[src/rtl/mcdt_arbiter_if.sv]
// rtl/mcdt_arbiter_if.sv - slave FIFO and formatter signal bundle for mcdt_arbiter
// master is the arbiter's view; slave is the view of the FIFOs and formatter around it.
interface mcdt_arbiter_if #(
  parameter int DW = 32
);
  logic          slv0_req_i;
  logic          slv1_req_i;
  logic          slv2_req_i;
  logic          slv0_val_i;
  logic          slv1_val_i;
  logic          slv2_val_i;
  logic [DW-1:0] slv0_data_i;
  logic [DW-1:0] slv1_data_i;
  logic [DW-1:0] slv2_data_i;
  logic          a2s0_ack_o;
  logic          a2s1_ack_o;
  logic          a2s2_ack_o;
  logic          f2a_ready_i;
  logic          a2f_val_o;
  logic [DW-1:0] a2f_data_o;
  logic [1:0]    a2f_id_o;
  logic          a2f_busy_o;

  modport master (
    input  slv0_req_i, slv1_req_i, slv2_req_i,
    input  slv0_val_i, slv1_val_i, slv2_val_i,
    input  slv0_data_i, slv1_data_i, slv2_data_i,
    input  f2a_ready_i,
    output a2s0_ack_o, a2s1_ack_o, a2s2_ack_o,
    output a2f_val_o, a2f_data_o, a2f_id_o, a2f_busy_o
  );

  modport slave (
    output slv0_req_i, slv1_req_i, slv2_req_i,
    output slv0_val_i, slv1_val_i, slv2_val_i,
    output slv0_data_i, slv1_data_i, slv2_data_i,
    output f2a_ready_i,
    input  a2s0_ack_o, a2s1_ack_o, a2s2_ack_o,
    input  a2f_val_o, a2f_data_o, a2f_id_o, a2f_busy_o
  );
endinterface

[src/rtl/mcdt_arbiter.sv]
// rtl/mcdt_arbiter.sv - three-channel priority/round-robin burst arbiter toward the packet formatter
// Optional WAIT timeout with sticky err_o is enabled by defining MCDT_ARB_TIMEOUT_EN.
module mcdt_arbiter #(
  parameter int DW        = 32,
  parameter int BURST_LEN = 4
) (
  input  logic           clk_i,
  input  logic           rstn_i,
  input  logic [2:0]     cfg_en_i,
  input  logic [5:0]     cfg_prio_i,
  mcdt_arbiter_if.master bus
`ifdef MCDT_ARB_TIMEOUT_EN
  ,
  output logic           err_o
`endif
);

  typedef enum logic [1:0] {IDLE, ACK, WAIT, OUT} state_t;

  localparam logic [3:0] BURST_MAX = 4'(BURST_LEN);

  state_t        state, state_nxt;
  logic [1:0]    win, win_nxt;
  logic [1:0]    last, last_nxt;
  logic [3:0]    cnt, cnt_nxt;
  logic          val_q, val_nxt;
  logic [DW-1:0] data_q, data_nxt;
  logic [1:0]    id_q, id_nxt;

  logic [2:0]    req;
  logic [2:0]    val;
  logic [2:0]    elig;
  logic [DW-1:0] slv_data [3];
  logic [1:0]    pick;
  logic          found;

`ifdef MCDT_ARB_TIMEOUT_EN
  logic [2:0]    to_cnt, to_nxt;
  logic          err_q, err_nxt;
`endif

  assign req         = {bus.slv2_req_i, bus.slv1_req_i, bus.slv0_req_i};
  assign val         = {bus.slv2_val_i, bus.slv1_val_i, bus.slv0_val_i};
  assign slv_data[0] = bus.slv0_data_i;
  assign slv_data[1] = bus.slv1_data_i;
  assign slv_data[2] = bus.slv2_data_i;
  assign elig        = req & cfg_en_i;

  // Scan channels starting just after the last grant; strict '<' keeps the
  // first channel in round-robin order among those sharing the best priority.
  always_comb begin
    logic [2:0] idx;
    logic [1:0] ch;
    logic [1:0] p;
    logic [1:0] best;
    found = 1'b0;
    pick  = 2'd0;
    best  = 2'd3;
    idx   = 3'd0;
    ch    = 2'd0;
    p     = 2'd0;
    for (int k = 1; k <= 3; k++) begin
      idx = {1'b0, last} + 3'(k);
      if (idx >= 3'd3) idx = idx - 3'd3;
      ch = idx[1:0];
      p  = cfg_prio_i[{ch, 1'b0} +: 2];
      if (elig[ch] && (!found || p < best)) begin
        found = 1'b1;
        pick  = ch;
        best  = p;
      end
    end
  end

  always_ff @(posedge clk_i or negedge rstn_i) begin
    if (!rstn_i) begin
      state  <= IDLE;
      win    <= 2'd0;
      last   <= 2'd2;
      cnt    <= 4'd0;
      val_q  <= 1'b0;
      data_q <= '0;
      id_q   <= 2'd0;
`ifdef MCDT_ARB_TIMEOUT_EN
      to_cnt <= 3'd0;
      err_q  <= 1'b0;
`endif
    end else begin
      state  <= state_nxt;
      win    <= win_nxt;
      last   <= last_nxt;
      cnt    <= cnt_nxt;
      val_q  <= val_nxt;
      data_q <= data_nxt;
      id_q   <= id_nxt;
`ifdef MCDT_ARB_TIMEOUT_EN
      to_cnt <= to_nxt;
      err_q  <= err_nxt;
`endif
    end
  end

  // Configuration is only consulted while IDLE, so reprogramming mid-burst
  // takes effect at the next arbitration.
  always_comb begin
    state_nxt = state;
    win_nxt   = win;
    last_nxt  = last;
    cnt_nxt   = cnt;
    val_nxt   = val_q;
    data_nxt  = data_q;
    id_nxt    = id_q;
`ifdef MCDT_ARB_TIMEOUT_EN
    to_nxt    = to_cnt;
    err_nxt   = err_q;
`endif
    case (state)
      IDLE: begin
        if (found) begin
          win_nxt   = pick;
          cnt_nxt   = 4'd0;
          state_nxt = ACK;
        end
      end
      ACK: begin
`ifdef MCDT_ARB_TIMEOUT_EN
        to_nxt    = 3'd0;
`endif
        state_nxt = WAIT;
      end
      WAIT: begin
        if (val[win]) begin
          data_nxt  = slv_data[win];
          id_nxt    = win;
          val_nxt   = 1'b1;
          state_nxt = OUT;
        end
`ifdef MCDT_ARB_TIMEOUT_EN
        else if (to_cnt == 3'd3) begin
          last_nxt  = win;
          err_nxt   = 1'b1;
          state_nxt = IDLE;
        end else begin
          to_nxt    = to_cnt + 3'd1;
        end
`endif
      end
      OUT: begin
        if (val_q && bus.f2a_ready_i) begin
          val_nxt = 1'b0;
          cnt_nxt = cnt + 4'd1;
          if (cnt_nxt < BURST_MAX && req[win]) begin
            state_nxt = ACK;
          end else begin
            last_nxt  = win;
            state_nxt = IDLE;
          end
        end
      end
      default: state_nxt = IDLE;
    endcase
  end

  assign bus.a2s0_ack_o = (state == ACK) && (win == 2'd0);
  assign bus.a2s1_ack_o = (state == ACK) && (win == 2'd1);
  assign bus.a2s2_ack_o = (state == ACK) && (win == 2'd2);
  assign bus.a2f_val_o  = val_q;
  assign bus.a2f_data_o = data_q;
  assign bus.a2f_id_o   = id_q;
  assign bus.a2f_busy_o = (state != IDLE);

`ifdef MCDT_ARB_TIMEOUT_EN
  assign err_o = err_q;
`endif

endmodule

[src/flat_wrapper.sv]
// flat-port wrapper written by rule: the top's interface ports become plain ports
module mcdt_arbiter_flat 
#(
  parameter int DW        = 32,
  parameter int BURST_LEN = 4
)
  (clk_i, rstn_i, cfg_en_i, cfg_prio_i, bus_slv0_req_i, bus_slv1_req_i, bus_slv2_req_i, bus_slv0_val_i, bus_slv1_val_i, bus_slv2_val_i, bus_slv0_data_i, bus_slv1_data_i, bus_slv2_data_i, bus_f2a_ready_i, bus_a2s0_ack_o, bus_a2s1_ack_o, bus_a2s2_ack_o, bus_a2f_val_o, bus_a2f_data_o, bus_a2f_id_o, bus_a2f_busy_o);
  mcdt_arbiter_if #(.DW(DW)) bus_i ();
  input  logic clk_i;
  input  logic rstn_i;
  input  logic [2:0] cfg_en_i;
  input  logic [5:0] cfg_prio_i;
  input wire logic [$bits(bus_i.slv0_req_i)-1:0] bus_slv0_req_i;
  input wire logic [$bits(bus_i.slv1_req_i)-1:0] bus_slv1_req_i;
  input wire logic [$bits(bus_i.slv2_req_i)-1:0] bus_slv2_req_i;
  input wire logic [$bits(bus_i.slv0_val_i)-1:0] bus_slv0_val_i;
  input wire logic [$bits(bus_i.slv1_val_i)-1:0] bus_slv1_val_i;
  input wire logic [$bits(bus_i.slv2_val_i)-1:0] bus_slv2_val_i;
  input wire logic [$bits(bus_i.slv0_data_i)-1:0] bus_slv0_data_i;
  input wire logic [$bits(bus_i.slv1_data_i)-1:0] bus_slv1_data_i;
  input wire logic [$bits(bus_i.slv2_data_i)-1:0] bus_slv2_data_i;
  input wire logic [$bits(bus_i.f2a_ready_i)-1:0] bus_f2a_ready_i;
  output wire logic [$bits(bus_i.a2s0_ack_o)-1:0] bus_a2s0_ack_o;
  output wire logic [$bits(bus_i.a2s1_ack_o)-1:0] bus_a2s1_ack_o;
  output wire logic [$bits(bus_i.a2s2_ack_o)-1:0] bus_a2s2_ack_o;
  output wire logic [$bits(bus_i.a2f_val_o)-1:0] bus_a2f_val_o;
  output wire logic [$bits(bus_i.a2f_data_o)-1:0] bus_a2f_data_o;
  output wire logic [$bits(bus_i.a2f_id_o)-1:0] bus_a2f_id_o;
  output wire logic [$bits(bus_i.a2f_busy_o)-1:0] bus_a2f_busy_o;
  assign bus_i.slv0_req_i = bus_slv0_req_i;
  assign bus_i.slv1_req_i = bus_slv1_req_i;
  assign bus_i.slv2_req_i = bus_slv2_req_i;
  assign bus_i.slv0_val_i = bus_slv0_val_i;
  assign bus_i.slv1_val_i = bus_slv1_val_i;
  assign bus_i.slv2_val_i = bus_slv2_val_i;
  assign bus_i.slv0_data_i = bus_slv0_data_i;
  assign bus_i.slv1_data_i = bus_slv1_data_i;
  assign bus_i.slv2_data_i = bus_slv2_data_i;
  assign bus_i.f2a_ready_i = bus_f2a_ready_i;
  assign bus_a2s0_ack_o = bus_i.a2s0_ack_o;
  assign bus_a2s1_ack_o = bus_i.a2s1_ack_o;
  assign bus_a2s2_ack_o = bus_i.a2s2_ack_o;
  assign bus_a2f_val_o = bus_i.a2f_val_o;
  assign bus_a2f_data_o = bus_i.a2f_data_o;
  assign bus_a2f_id_o = bus_i.a2f_id_o;
  assign bus_a2f_busy_o = bus_i.a2f_busy_o;
  mcdt_arbiter #(.DW(DW), .BURST_LEN(BURST_LEN)) u_core (.clk_i(clk_i), .rstn_i(rstn_i), .cfg_en_i(cfg_en_i), .cfg_prio_i(cfg_prio_i), .bus(bus_i));
endmodule
[config.mk]
export PLATFORM = sky130hd
export DESIGN_NAME = mcdt_arbiter_flat
export DESIGN_NICKNAME = d
export VERILOG_FILES = /design/src/rtl/mcdt_arbiter_if.sv /design/src/rtl/mcdt_arbiter.sv /design/src/flat_wrapper.sv
export SDC_FILE = /design/constraint.sdc
export NUM_CORES = 1
export LEC_CHECK = 0
export CELL_PAD_IN_SITES_DETAIL_PLACEMENT = 0
export CELL_PAD_IN_SITES_GLOBAL_PLACEMENT = 1
export CORE_ASPECT_RATIO = 2
export CORE_MARGIN = 2
export CORE_UTILIZATION = 32
export CTS_BUF_LIST = sky130_fd_sc_hd__clkbuf_8
export CTS_CLUSTER_DIAMETER = 50
export DETAILED_ROUTE_END_ITERATION = 6
export GPL_ROUTABILITY_DRIVEN = 0
export GPL_TIMING_DRIVEN = 1
export PLACE_DENSITY_LB_ADDON = 0.1
export SLEW_MARGIN = 20
export SYNTH_ARGS = -nofsm -noshare
export SYNTH_HDL_FRONTEND = slang
export SYNTH_SLANG_ARGS = --single-unit
[constraint.sdc]
create_clock -name clk_i -period 7.4 [get_ports clk_i]
set_input_delay 1.85 -clock clk_i [delete_from_list [all_inputs] [get_ports clk_i]]
set_output_delay 1.85 -clock clk_i [all_outputs]
set_load 0.05 [all_outputs]
### Yosys cells after proc, flatten, opt, wreduce, memory -nomap -nowiden

Cells that the tools add are included.

| operators by class | value |
|---|---|
| reductions and logical operators | 22 |
| bitwise operators | 3 |
| shifts and indexed selects | 3 |
| $add $sub $neg | 7 |
| multiplexer cells | 35 |
| equality and inequality tests | 8 |
| $lt $le $gt $ge | 11 |

Operators by type and width:

| operator | number |
|---|---|
| $bmux W32 S2 | 1 |
| $mux W32 | 2 |
| $mux W2 | 11 |
| $shiftx A6 B4 Y2 | 3 |
| $lt A2 B3 Y1 const B | 4 |
| $reduce_and A3 Y1 | 4 |
| $mux W1 | 11 |
| $bmux W1 S2 | 5 |
| $ge A3 B2 Y1 const B | 3 |
| $mux W4 | 2 |
| $pmux W2 S4 | 1 |
| $pmux W4 S2 | 1 |
| $logic_and A1 B1 Y1 | 7 |
| $add A2 B2 Y3 const B | 2 |
| $eq A2 B2 Y1 const B | 3 |
| $ne A2 B1 Y1 const B | 3 |
| $reduce_bool A2 Y1 | 3 |
| $sub A2 B2 Y2 const B | 3 |
| $add A4 B1 Y4 const B | 1 |
| $eq A2 B1 Y1 const B | 2 |
| $logic_not A2 Y1 | 2 |
| $lt A2 B2 Y1 | 2 |
| $lt A4 B3 Y1 const B | 1 |
| $reduce_and A2 Y1 | 2 |
| other kinds (8) | 10 |

| storage, ports and cells | value |
|---|---|
| output and inout port bits | 39 |
| input bits | 114 |
| register bits | 45 |
| logic and storage cells | 96 |

### Depth between registers and ports, before layout

| logic depth | value |
|---|---|
| word-level depth | 16 |
| gate-level depth with buffers | 19 |
| mapped depth without buffers | 16 |

### Worst setup path before layout

No wires, ideal clock.

| path | value |
|---|---|
| path type | input-to-reg |
| start point | in bus_slv1_req_i |
| end point | reg u_core.win[1] |
| library setup time | 0.080 ns |
| arrival | 4.023 ns |
| data required time | 7.320 ns |
| path slack | 3.297 ns |
| buffers on the path | 0 |
| cell stages on the path | 14 |
| cells stage by stage | nand4bb_1 -> nand3_1 -> nand2_1 -> inv_1 -> ha_1 -> inv_1 -> o21ai_2 -> a31oi_1 -> mux2i_1 -> ha_1 -> o22ai_2 -> a32oi_1 -> or3_1 -> o211ai_2 |

| between the ends | value |
|---|---|
| cells in the longest elaborated chain, start to end | 13 |
| elaborated cells on any way between the ends | 24 |
| those cells by class | 2 x order compare; 14 x mux; 1 x bitwise; 7 x reduce/logical |

Ends and longest elaborated chain:

| what | line | RTL |
|---|---|---|
| start, declared | flat_wrapper.sv:14 | `input wire logic [$bits(bus_i.slv1_req_i)-1:0] bus_slv1_req_i;` |
| $and A3 B3 Y3 (*) | mcdt_arbiter.sv:47 | `assign elig = req & cfg_en_i;` |
| $bmux W1 S2 | mcdt_arbiter.sv:67 | `if (elig[ch] && (!found \|\| p < best)) begin` |
| $mux W1 (implied by the code) | mcdt_arbiter.sv:67 |  |
| $mux W2 or $mux W1 (tied branches) | mcdt_arbiter.sv:67 |  |
| $lt A2 B2 Y1 or $logic_not A1 Y1 (tied branches) | mcdt_arbiter.sv:67 |  |
| $logic_or A1 B1 Y1 | mcdt_arbiter.sv:67 |  |
| $logic_and A1 B1 Y1 | mcdt_arbiter.sv:67 |  |
| $mux W2 or $mux W1 (tied branches) | mcdt_arbiter.sv:67 |  |
| $lt A2 B2 Y1 or $logic_not A1 Y1 (tied branches) | mcdt_arbiter.sv:67 |  |
| $logic_or A1 B1 Y1 | mcdt_arbiter.sv:67 |  |
| $logic_and A1 B1 Y1 | mcdt_arbiter.sv:67 |  |
| $mux W1 | mcdt_arbiter.sv:67 |  |
| $reduce_and A2 Y1 (no source line) | - |  |
| end signal, assigned | mcdt_arbiter.sv:90 | `win <= win_nxt;` |
| end, declared | mcdt_arbiter.sv:23 | `logic [1:0] win, win_nxt;` |

Every way passes the cells marked *; elsewhere a longest branch is shown, timed or not. The select of a mux whose other input is x is not followed.
A chain may end at the register's enable or synchronous reset.

### Worst setup path after layout

| path | value |
|---|---|
| start point | in bus_slv2_req_i |
| end point | reg u_core.win[1] |

| between the ends | value |
|---|---|
| cells in the longest elaborated chain, start to end | 13 |
| elaborated cells on any way between the ends | 24 |
| those cells by class | 2 x order compare; 14 x mux; 1 x bitwise; 7 x reduce/logical |

Ends and longest elaborated chain:

| what | line | RTL |
|---|---|---|
| start, declared | flat_wrapper.sv:15 | `input wire logic [$bits(bus_i.slv2_req_i)-1:0] bus_slv2_req_i;` |
| $and A3 B3 Y3 (*) | mcdt_arbiter.sv:47 |  |
| $bmux W1 S2 | mcdt_arbiter.sv:67 |  |
| $mux W1 (implied by the code) | mcdt_arbiter.sv:67 |  |
| $mux W2 or $mux W1 (tied branches) | mcdt_arbiter.sv:67 |  |
| $lt A2 B2 Y1 or $logic_not A1 Y1 (tied branches) | mcdt_arbiter.sv:67 |  |
| $logic_or A1 B1 Y1 | mcdt_arbiter.sv:67 |  |
| $logic_and A1 B1 Y1 | mcdt_arbiter.sv:67 |  |
| $mux W2 or $mux W1 (tied branches) | mcdt_arbiter.sv:67 |  |
| $lt A2 B2 Y1 or $logic_not A1 Y1 (tied branches) | mcdt_arbiter.sv:67 |  |
| $logic_or A1 B1 Y1 | mcdt_arbiter.sv:67 |  |
| $logic_and A1 B1 Y1 | mcdt_arbiter.sv:67 |  |
| $mux W1 | mcdt_arbiter.sv:67 |  |
| $reduce_and A2 Y1 (no source line) | - |  |

Marked as above.

==> results.cfg <==
[power]
vdd_ir_drop_max_mv = 0.162
powerDensity_mw_per_mm2 = 401
p_leak_uw = 0.00198

[floorplanning]
start_util_pct = 33.1
num_rows = 50
die_area_mm2 = 0.0106
die_x_um = 73.7
coreArea_mm2 = 0.00938
ios = 153
die_h_um = 143

[sta]
rsz0062_at_grt = false
hold-worst-slack_ns = 0.483
finalWorstSetupSlack_ns = 2.69
max_clock_freq_mhz = 212
maxSlewViolCount = 0
finalCritPeriodShare_pct = 63.7
clock_skew_ns = 0.0122
period_needed_ns = 4.71
slew_headroom_pct = 45.0
worst_slew_pin_slew_ns = 0.826
hold_viol_final = 0
setup_viol = 0
setup_tns_ns = 0

[clock_network]
cts_tree = done
cts.sinks = 45
ctsRootBufferMaster = clkbuf_8
numCtsBuffers = 5
htree_levels = 2
clk_pin_slew_worst_paths_ns = 0.08
cts.path.max_buffers = 2
cts_setup_buffers = 0
clk-insertion-delay-late_ns = 0.30
post_cts_resized = 0
holdBufCountCts = 0

[synth]
yosys_warnings = 0
ys_seq_area_share_pct = 36.3
synth-edff-count = 0
ys_seq_elements = 45
synth_cells = 357
synth-main-ff-cell = dfrtp_1
synth_cell_types = 57
async_reset_ff_share_pct = 100
syn_area_mm2 = 0.00311
synth_fp_nets = 482
syn_avg_cell_area_um2 = 8.71

[routing]
routed-via-count = 3070
drt_iter0_drc = 81
drt-wirelength-per-cell_um = 16.4
dr.pass1.iters = 4
antenna_left = 0
drc = 0
via_per_inst = 5.08
drt-total-wl_mm = 9.89

[critical_path]
worstPathRequired_ns = 7.62
critical_path_class = input pin to flop
endpoint_kind = flop
crit_path_start_kind = input pin
worstPathMaxFanout = 5
arrival_ns = 4.93

[global_routing]
antenna_found_initial = 0
overflow = 0
grt_usage_pct = 19.5
grt_pass1_wl_mm = 15.6
grt_pass1_vias = 3152
grt_max_degree = 67

[layout]
layout-drive-gt1-share_pct = 7.80
fillers = 947
antenna_cells = 0
multiInputGateArea_mm2 = 0.00185
fin_nets = 624
area_growth_pct = 54.4
final_cell_area_mm2 = 0.00480
regArea_mm2 = 0.00113

[placed_design]
dp_slack_ns = 2.37
hpwl_mm = 7.51
numPortBuffers = 152
dpl-instance-area_mm2 = 0.00470

[worst_hold_path]
min_path_type = flop to flop

[job]
maxCapViolCount = 0

[status]
status = complete, no violations
[cell usage after synthesis, types with 4 or more instances]
master / instances / share of area, %
a21oi_1: 36 / 5.8
buf_2: 5 / 0.81
clkbuf_1: 13 / 1.6
dfrtp_1: 44 / 35
ha_1: 11 / 4.4
inv_1: 10 / 1.2
mux2_2: 7 / 2.5
mux2i_1: 40 / 13
nand2_1: 46 / 5.6
nand3_1: 6 / 0.97
nor2_1: 36 / 4.3
nor2b_1: 4 / 0.81
o21ai_0: 38 / 6.1
[through the flow]
stage / cells / power, uW / utilization [%]
floorplan: 357 / 1360 / -
global placement: 596 / 1760 / 50.1
detailed placement: 596 / 1780 / 50.1
CTS: 604 / 1950 / 51.1
global route: 604 / 2070 / 51.1
finish: 604 / 1920 / 51.1
[metal layers]
metal / track usage [%] / part of all wire, % / vias to the layer above
met1: 18.8 / 34 / 1411
met4: 8.23 / 3.7 / 0
met2: 37.4 / 57 / 105
met3: 4.56 / 5.4 / 17
met5: 0 / 0 / -
li1: - / - / 1537
[registers in the layout (all words and copies together), names as in the netlist]
| name | cells |
|---|---|
| u_core.win | 2 |
| u_core.bus.a2f_data_o | 32 |
| u_core.bus.a2f_val_o | 1 |
| u_core.cnt | 4 |
| u_core.last | 2 |
| u_core.bus.a2f_id_o | 2 |
| u_core.state | 2 |
[kinds of logic after synthesis]
family / after synthesis / share of synthesized area [%]
adders and majority gates: 11 / 4.43
xor gates and xnor gates: 2 / 0.564
AOI/OAI and AO/OA: 101 / 20.0
DFF: 45 / 36.3
muxes: 49 / 16.1
buffers and inverters: 32 / 4.43
and+or+nand+nor: 117 / 18.2
[path summary, 6_finish.rpt]
kind                                                        from  depth (start not counted)  slack (ns)                                     to
max                                               bus_slv2_req_i                         13        2.69              u_core.win[1]$_DFFE_PN0P_
min                        u_core.bus.a2f_data_o[27]$_DFFE_PN0P_                          2        0.48  u_core.bus.a2f_data_o[27]$_DFFE_PN0P_
max reg2reg                           u_core.last[0]$_DFFE_PN0P_                         16        3.06              u_core.win[1]$_DFFE_PN0P_
min reg2reg                u_core.bus.a2f_data_o[27]$_DFFE_PN0P_                          2        0.48  u_core.bus.a2f_data_o[27]$_DFFE_PN0P_
max in group asynchronous                                 rstn_i                          2        5.34              u_core.win[1]$_DFFE_PN0P_
min in group asynchronous                                 rstn_i                          2        1.63  u_core.bus.a2f_data_o[25]$_DFFE_PN0P_
[cells in the final DEF (no fill, tap or decap), drive strengths merged, types with 2 or more instances in the layout]
cell type and instances:
a21o 3, a21oi 36, a31oi 3, a32oi 2, and2 3, and3 2
and4 2, buf 6, clkbuf 7, clkdlybuf4s50 151, dfrtp 44, ha 11
inv 10, mux2 9, mux2i 40, nand2 46, nand2b 2, nand3 6
nand4 2, nor2 37, nor2b 4, nor3 2, nor3b 2, o211ai 2
o21ai 42, o221a 2, o22ai 2, o2bb2ai 2, or3 2
[final cells by class]
cell class,instances,share of cell area (%)
Clock inverter,1,0.104
Sequential cell,45,23.5
Timing Repair Buffer,157,32.4
Tap cell,104,2.71
Clock buffer,7,2.01
Inverter,10,0.782
Multi-Input combinational cell,280,38.5
[power breakdown]
part	total (uW)	switching (uW)	internal (uW)
Sequential	426	72.0	354
Clock	171	86.1	84.6
Combinational	1330	827	501
[critical path, cell delays in order]
cell and delay, ns:
clkdlybuf4s50_1 0.53, nand4_2 0.14, nand3_1 0.32, nand2_1 0.13, inv_1 0.07, ha_1 0.26, a31oi_1 0.36, mux2i_1 0.25
ha_1 0.26, o22ai_2 0.16, a32oi_1 0.12, or3_1 0.40, o211ai_2 0.08
(Power assumes the default switching activity.)
